<file path="src/rtl/spu_pkg.sv">
// Shared SPU definitions: op encodings, instruction field positions,
// per-op execute latency and the issue FSM state type.
package spu_pkg;

    localparam logic [5:0] OP_ILH  = 6'd0;
    localparam logic [5:0] OP_ILW  = 6'd2;
    localparam logic [5:0] OP_AH   = 6'd4;
    localparam logic [5:0] OP_AHI  = 6'd6;
    localparam logic [5:0] OP_SFH  = 6'd12;
    localparam logic [5:0] OP_MPYH = 6'd20;
    localparam logic [5:0] OP_RR28 = 6'd28;
    localparam logic [5:0] OP_RR30 = 6'd30;
    localparam logic [5:0] OP_IDLE = 6'd63;

    localparam int OP_MSB    = 31;
    localparam int OP_LSB    = 26;
    localparam int RT_MSB    = 25;
    localparam int RT_LSB    = 19;
    localparam int RA_MSB    = 18;
    localparam int RA_LSB    = 12;
    localparam int RB_MSB    = 11;
    localparam int RB_LSB    = 5;
    localparam int IMM16_MSB = 15;
    localparam int IMM10_MSB = 9;

    typedef enum logic [1:0] {
        ST_IDLE = 2'd0,
        ST_EXEC = 2'd1,
        ST_WB   = 2'd2
    } issue_state_t;

    function automatic logic is_legal_op(input logic [5:0] op);
        case (op)
            OP_ILH, OP_ILW, OP_AH, OP_AHI,
            OP_SFH, OP_MPYH, OP_RR28, OP_RR30: is_legal_op = 1'b1;
            default:                           is_legal_op = 1'b0;
        endcase
    endfunction

    // Execute cycles per op; MPYH is the only multi-cycle operation.
    function automatic logic [1:0] exec_latency(input logic [5:0] op);
        exec_latency = (op == OP_MPYH) ? 2'd2 : 2'd1;
    endfunction

endpackage

</file>
<file path="src/rtl/alu_operand_mux.sv">
// Combinational operand selection: maps op, immediates and register read
// data onto the ALU A/B operand buses.
module alu_operand_mux
    import spu_pkg::*;
#(
    parameter int dataWidth = 128
) (
    input  logic [5:0]           op,
    input  logic [15:0]          imm16,
    input  logic [dataWidth-1:0] ra_data,
    input  logic [dataWidth-1:0] rb_data,
    output logic [dataWidth-1:0] in_a,
    output logic [dataWidth-1:0] in_b
);

    localparam int wordWidth  = dataWidth / 4;
    localparam int hwordWidth = dataWidth / 8;

    logic [31:0] imm16_sext;
    logic [15:0] imm10_sext;

    assign imm16_sext = {{16{imm16[15]}}, imm16};
    assign imm10_sext = {{6{imm16[IMM10_MSB]}}, imm16[IMM10_MSB:0]};

    // SFH swaps the register operands so the ALU's B - A yields ra - rb.
    always_comb begin
        in_a = '0;
        in_b = '0;
        case (op)
            OP_ILH: in_b[hwordWidth-1:0] = hwordWidth'(imm16);
            OP_ILW: in_b[wordWidth-1:0]  = wordWidth'(imm16_sext);
            OP_AHI: begin
                in_a                 = ra_data;
                in_b[hwordWidth-1:0] = hwordWidth'(imm10_sext);
            end
            OP_SFH: begin
                in_a = rb_data;
                in_b = ra_data;
            end
            OP_AH, OP_MPYH, OP_RR28, OP_RR30: begin
                in_a = ra_data;
                in_b = rb_data;
            end
            default: begin
                in_a = '0;
                in_b = '0;
            end
        endcase
    end

endmodule

</file>
<file path="src/rtl/alu_issue.sv">
// Single-issue ALU sequencer: accepts one instruction, drives the ALU for
// its execute latency, then writes the result back to the register file.
module alu_issue
    import spu_pkg::*;
#(
    parameter int dataWidth = 128
) (
    input  logic                 clk_fake,
    input  logic                 rst_n,
    input  logic                 instrValid,
    output logic                 instrReady,
    input  logic [31:0]          instr,
    output logic [6:0]           rfRdAddrA,
    output logic [6:0]           rfRdAddrB,
    input  logic [dataWidth-1:0] rfRdDataA,
    input  logic [dataWidth-1:0] rfRdDataB,
    output logic [5:0]           opCode,
    output logic [dataWidth-1:0] inA,
    output logic [dataWidth-1:0] inB,
    input  logic [dataWidth-1:0] aluDataOut,
    output logic                 rfWrEn,
    output logic [6:0]           rfWrAddr,
    output logic [dataWidth-1:0] rfWrData,
    output logic                 busy,
    output logic                 illegalOp
);

    issue_state_t         state;
    issue_state_t         next_state;
    logic                 ready_q;
    logic                 illegal_q;
    logic                 accept;
    logic                 instr_legal;
    logic                 exec_done;
    logic [5:0]           instr_op;
    logic [5:0]           op_q;
    logic [6:0]           rt_q;
    logic [1:0]           cnt_q;
    logic [dataWidth-1:0] mux_a;
    logic [dataWidth-1:0] mux_b;
    logic [dataWidth-1:0] in_a_q;
    logic [dataWidth-1:0] in_b_q;
    logic [dataWidth-1:0] wr_data_q;

    assign instr_op    = instr[OP_MSB:OP_LSB];
    assign rfRdAddrA   = instr[RA_MSB:RA_LSB];
    assign rfRdAddrB   = instr[RB_MSB:RB_LSB];
    assign instr_legal = is_legal_op(instr_op);
    assign accept      = instrValid && instrReady;
    assign exec_done   = (state == ST_EXEC) && (cnt_q == 2'd0);

    alu_operand_mux #(
        .dataWidth(dataWidth)
    ) u_operand_mux (
        .op     (instr_op),
        .imm16  (instr[IMM16_MSB:0]),
        .ra_data(rfRdDataA),
        .rb_data(rfRdDataB),
        .in_a   (mux_a),
        .in_b   (mux_b)
    );

    // ready_q keeps instrReady low until the first edge after reset release.
    always_ff @(posedge clk_fake or negedge rst_n) begin
        if (!rst_n) begin
            state   <= ST_IDLE;
            ready_q <= 1'b0;
        end else begin
            state   <= next_state;
            ready_q <= 1'b1;
        end
    end

    always_comb begin
        next_state = state;
        case (state)
            ST_IDLE: if (accept && instr_legal) next_state = ST_EXEC;
            ST_EXEC: if (cnt_q == 2'd0) next_state = ST_WB;
            ST_WB:   next_state = ST_IDLE;
            default: next_state = ST_IDLE;
        endcase
    end

    always_ff @(posedge clk_fake or negedge rst_n) begin
        if (!rst_n) begin
            op_q      <= OP_IDLE;
            rt_q      <= '0;
            cnt_q     <= '0;
            in_a_q    <= '0;
            in_b_q    <= '0;
            wr_data_q <= '0;
            illegal_q <= 1'b0;
        end else begin
            if (accept && instr_legal) begin
                op_q   <= instr_op;
                rt_q   <= instr[RT_MSB:RT_LSB];
                in_a_q <= mux_a;
                in_b_q <= mux_b;
                cnt_q  <= exec_latency(instr_op) - 2'd1;
            end else if ((state == ST_EXEC) && (cnt_q != 2'd0)) begin
                cnt_q <= cnt_q - 2'd1;
            end
            if (accept && !instr_legal) begin
                illegal_q <= 1'b1;
            end
            if (exec_done) begin
                wr_data_q <= aluDataOut;
            end
        end
    end

    always_comb begin
        instrReady = (state == ST_IDLE) && ready_q;
        busy       = (state != ST_IDLE);
        rfWrEn     = (state == ST_WB);
        opCode     = OP_IDLE;
        inA        = '0;
        inB        = '0;
        if (state == ST_EXEC) begin
            opCode = op_q;
            inA    = in_a_q;
            inB    = in_b_q;
        end
    end

    assign rfWrAddr  = rt_q;
    assign rfWrData  = wr_data_q;
    assign illegalOp = illegal_q;

endmodule

</file>
<file path="config.mk">
export PLATFORM = sky130hd
export DESIGN_NAME = alu_issue
export DESIGN_NICKNAME = d
export VERILOG_FILES = /design/src/rtl/spu_pkg.sv /design/src/rtl/alu_operand_mux.sv /design/src/rtl/alu_issue.sv
export SDC_FILE = /design/constraint.sdc
export NUM_CORES = 1
export LEC_CHECK = 0
export CORE_AREA = 2 2 326 328
export DETAILED_ROUTE_END_ITERATION = 6
export DIE_AREA = 0 0 328 330
export SYNTH_ARGS = -nofsm -noshare
export SYNTH_HDL_FRONTEND = slang
export SYNTH_SLANG_ARGS = --single-unit
export TNS_END_PERCENT = 50
</file>
<file path="constraint.sdc">
create_clock -name clk_fake -period 3.2 [get_ports clk_fake]
set_input_delay 0.96 -clock clk_fake [delete_from_list [all_inputs] [get_ports clk_fake]]
set_output_delay 0.96 -clock clk_fake [all_outputs]
set_load 0.05 [all_outputs]
</file>
==> out/qor.yml <==
worstSetupPathType: "reg -> out"
layout_common_cells: "clkdlybuf4s50_1, dfrtp_1, buf_12"
synth_area_leaders: "dfrtp_1, and2_1, a221oi_2, mux2_2, a21oi_1"
holdBufCountCts: 0
rsz0062_at_grt: "no"
final_nets: 3176
clock_latency_ns: 0.61
vias: 18500
use_met2: 0.283
top_usage_layer: "met2"
core-area_um2: 105000
status: "finished clean"
synth_seq_cells: 403
grt_max_degree: 68
overflow: 0
place.port_buffers: 827
gp_congestion: 0.849
clock_sinks: 403
hp-class: "in -> async"
cts_buffer_depth: 3
cts_resized: 4
period_share: 0.958
hpwl_um: 74200
setup_tns_ns: 0
reg2reg_depth: 8
max_cap_viol_count: 0
std_cell_rows: 119
use_met3: 0.0567
min_period_ns: 3.07
cts_tree: "done"
grt_pass1_wl_um: 133000
start_util: 0.192
cp_max_fo: 49
post-route-util: 0.334
synthArstFlopShare: 1.00
timing.rr.start: "state[0]"
met1_usage: 0.192
grt.total_usage: 0.167
placed_area_um2: 33200
yosys_warnings: 0
hold_viol: 0
wl_per_cell_um: 22.5
synth_ff_type: "dfrtp_1"
fin_area_um2: 34900
yosysTopAreaCellShare: 0.494
cp.arrival_ns: 2.11
total_power_mw: 24.7
r2r-end: "in_b_q[50]"
worstMarginPinSlew_ns: 0.713
cts-root-buf: "clkbuf_16"
cts_max_level: 2
endpoint_kind: "output pin"
final_common_cell: "clkdlybuf4s50_1"
synth_edf_count: 0
drc: 0
die_height_um: 330
clk_pin_slew_ns: 0.06
setup_viol: 0
synthesis.nets: 2360
cp-start-kind: "register"
p_per_area_nw_per_um2: 707
cts_buffers: 50
area_growth_pct: 73.6
drive_above_1_share: 0.289
antenna_found_initial: 24
report.final.slew_viol_count: 0
fmax_mhz: 326
power.leakage_nw: 14.3
max_slew_margin: 0.523
wirelength_um: 94400
fillers: 10500
ir_drop_mv: 0.792
postRouteAntennaNets: 0
cts_setup_buffers: 0
avgSynthCellArea_um2: 10.4
io_pins: 834
postSynthCellCount: 1941
first_iter_violations: 874
drtPass1Iterations: 5
finClkSkew_ns: 0.0152
worstPathRequired_ns: 2.24
synth_top_area_cell: "dfrtp_1"
fp.dieW_um: 328
die_area_um2: 108000
syn_area_um2: 20100
viasPerCell: 4.42
grt_pass1_vias: 18800
r2r_setup_slack_ns: 0.96
synthDistinctLibCells: 46
ys_seq_area_frac: 0.502
==> worst max path at each step <==
stage                 end  slack (ns)       from
2_1_floorplan    inA[100]        0.51   state[0]
3_3_place_gp   in_b_q[48]        0.09  instr[30]
3_5_place_dp   in_a_q[59]        0.05  instr[29]
4_1_cts           inA[82]        0.01   state[0]
5_1_grt           inB[65]       0.001   state[0]
6_report          inB[65]        0.13   state[0]
==> cells in the mapped netlist (2+ instances only) <==
| cell | instances |
|---|---|
| o21ai_1 | 20 |
| a221o_1 | 16 |
| mux2_2 | 119 |
| nor2b_1 | 3 |
| o21ai_0 | 123 |
| and2_1 | 259 |
| a22o_1 | 16 |
| buf_2 | 57 |
| nor3_1 | 2 |
| a21oi_1 | 265 |
| inv_1 | 4 |
| a221oi_2 | 91 |
| nor2_1 | 243 |
| or2_1 | 2 |
| and3_1 | 2 |
| mux2_1 | 9 |
| buf_1 | 13 |
| dfrtp_1 | 397 |
| nand2_1 | 38 |
| buf_6 | 10 |
| clkbuf_1 | 73 |
| dfstp_2 | 6 |
| a221oi_1 | 5 |
| buf_4 | 25 |
| a222oi_1 | 16 |
| nor2_2 | 90 |
| nand2b_1 | 8 |
| buf_12 | 11 |
==> sequential cells by signal (all words and copies together), names as in the netlist <==
name       cells
op_q           6
in_b_q       128
ready_q        1
rfWrAddr       7
cnt_q          2
state          2
in_a_q       128
rfWrData     128
illegalOp      1
==> where the power goes <==
part	leakage [nW]	switching (mW)	internal (mW)
clock	0.821	2.38	3.54
sequential	4.82	0.958	6.90
combinational	8.67	6.68	4.22
total	14.3	10.0	14.7
==> layer usage <==
| metal | routed length, um | vias up |
|---|---|---|
| met1 | 36200 | 9215 |
| met4 | 4100 | 24 |
| li1 | - | 8409 |
| met5 | 151 | - |
| met2 | 45800 | 738 |
| met3 | 8100 | 151 |
==> area by class of cell <==
type	instances	area [um2]	area share
timing repair buffer	953	12500	0.357
sequential	403	10100	0.289
multi-input combinational	1345	8920	0.255
tap	1391	1740	0.0498
clock buffer	74	1450	0.0416
clock inverter	17	223	0.00638
inverter	4	15.0	0.000430
antenna	4	10.0	0.000287
==> metrics by stage <==
step                hold WS (ns)  setup WS (ns)  instances
floorplan                  0.436          0.506       1941
global placement           0.448         0.0862       4096
detailed placement         0.453         0.0495       4096
CTS                        0.331        0.00970       4187
global route               0.354        0.00125       4188
finish                     0.381          0.133       4191
==> cells by family (layout without fill, tap and decap cells) <==
logic type,count (synthesis),in the layout,synth area share
compound gates,562,562,0.200
buf+inv,193,1048,0.0569
flops,403,403,0.502
simple gates,654,654,0.170
mux,128,128,0.0717
other cells,1,5,0.000186
==> worst max-delay path, cell delays in order, from the launching register on <==
cell and delay (ns):
dfrtp_1 0.37, nor2b_4 0.22, buf_12 0.21, buf_12 0.22, and2_1 0.27, buf_12 0.17
No activity file was read; power rests on OpenSTA's default activity.
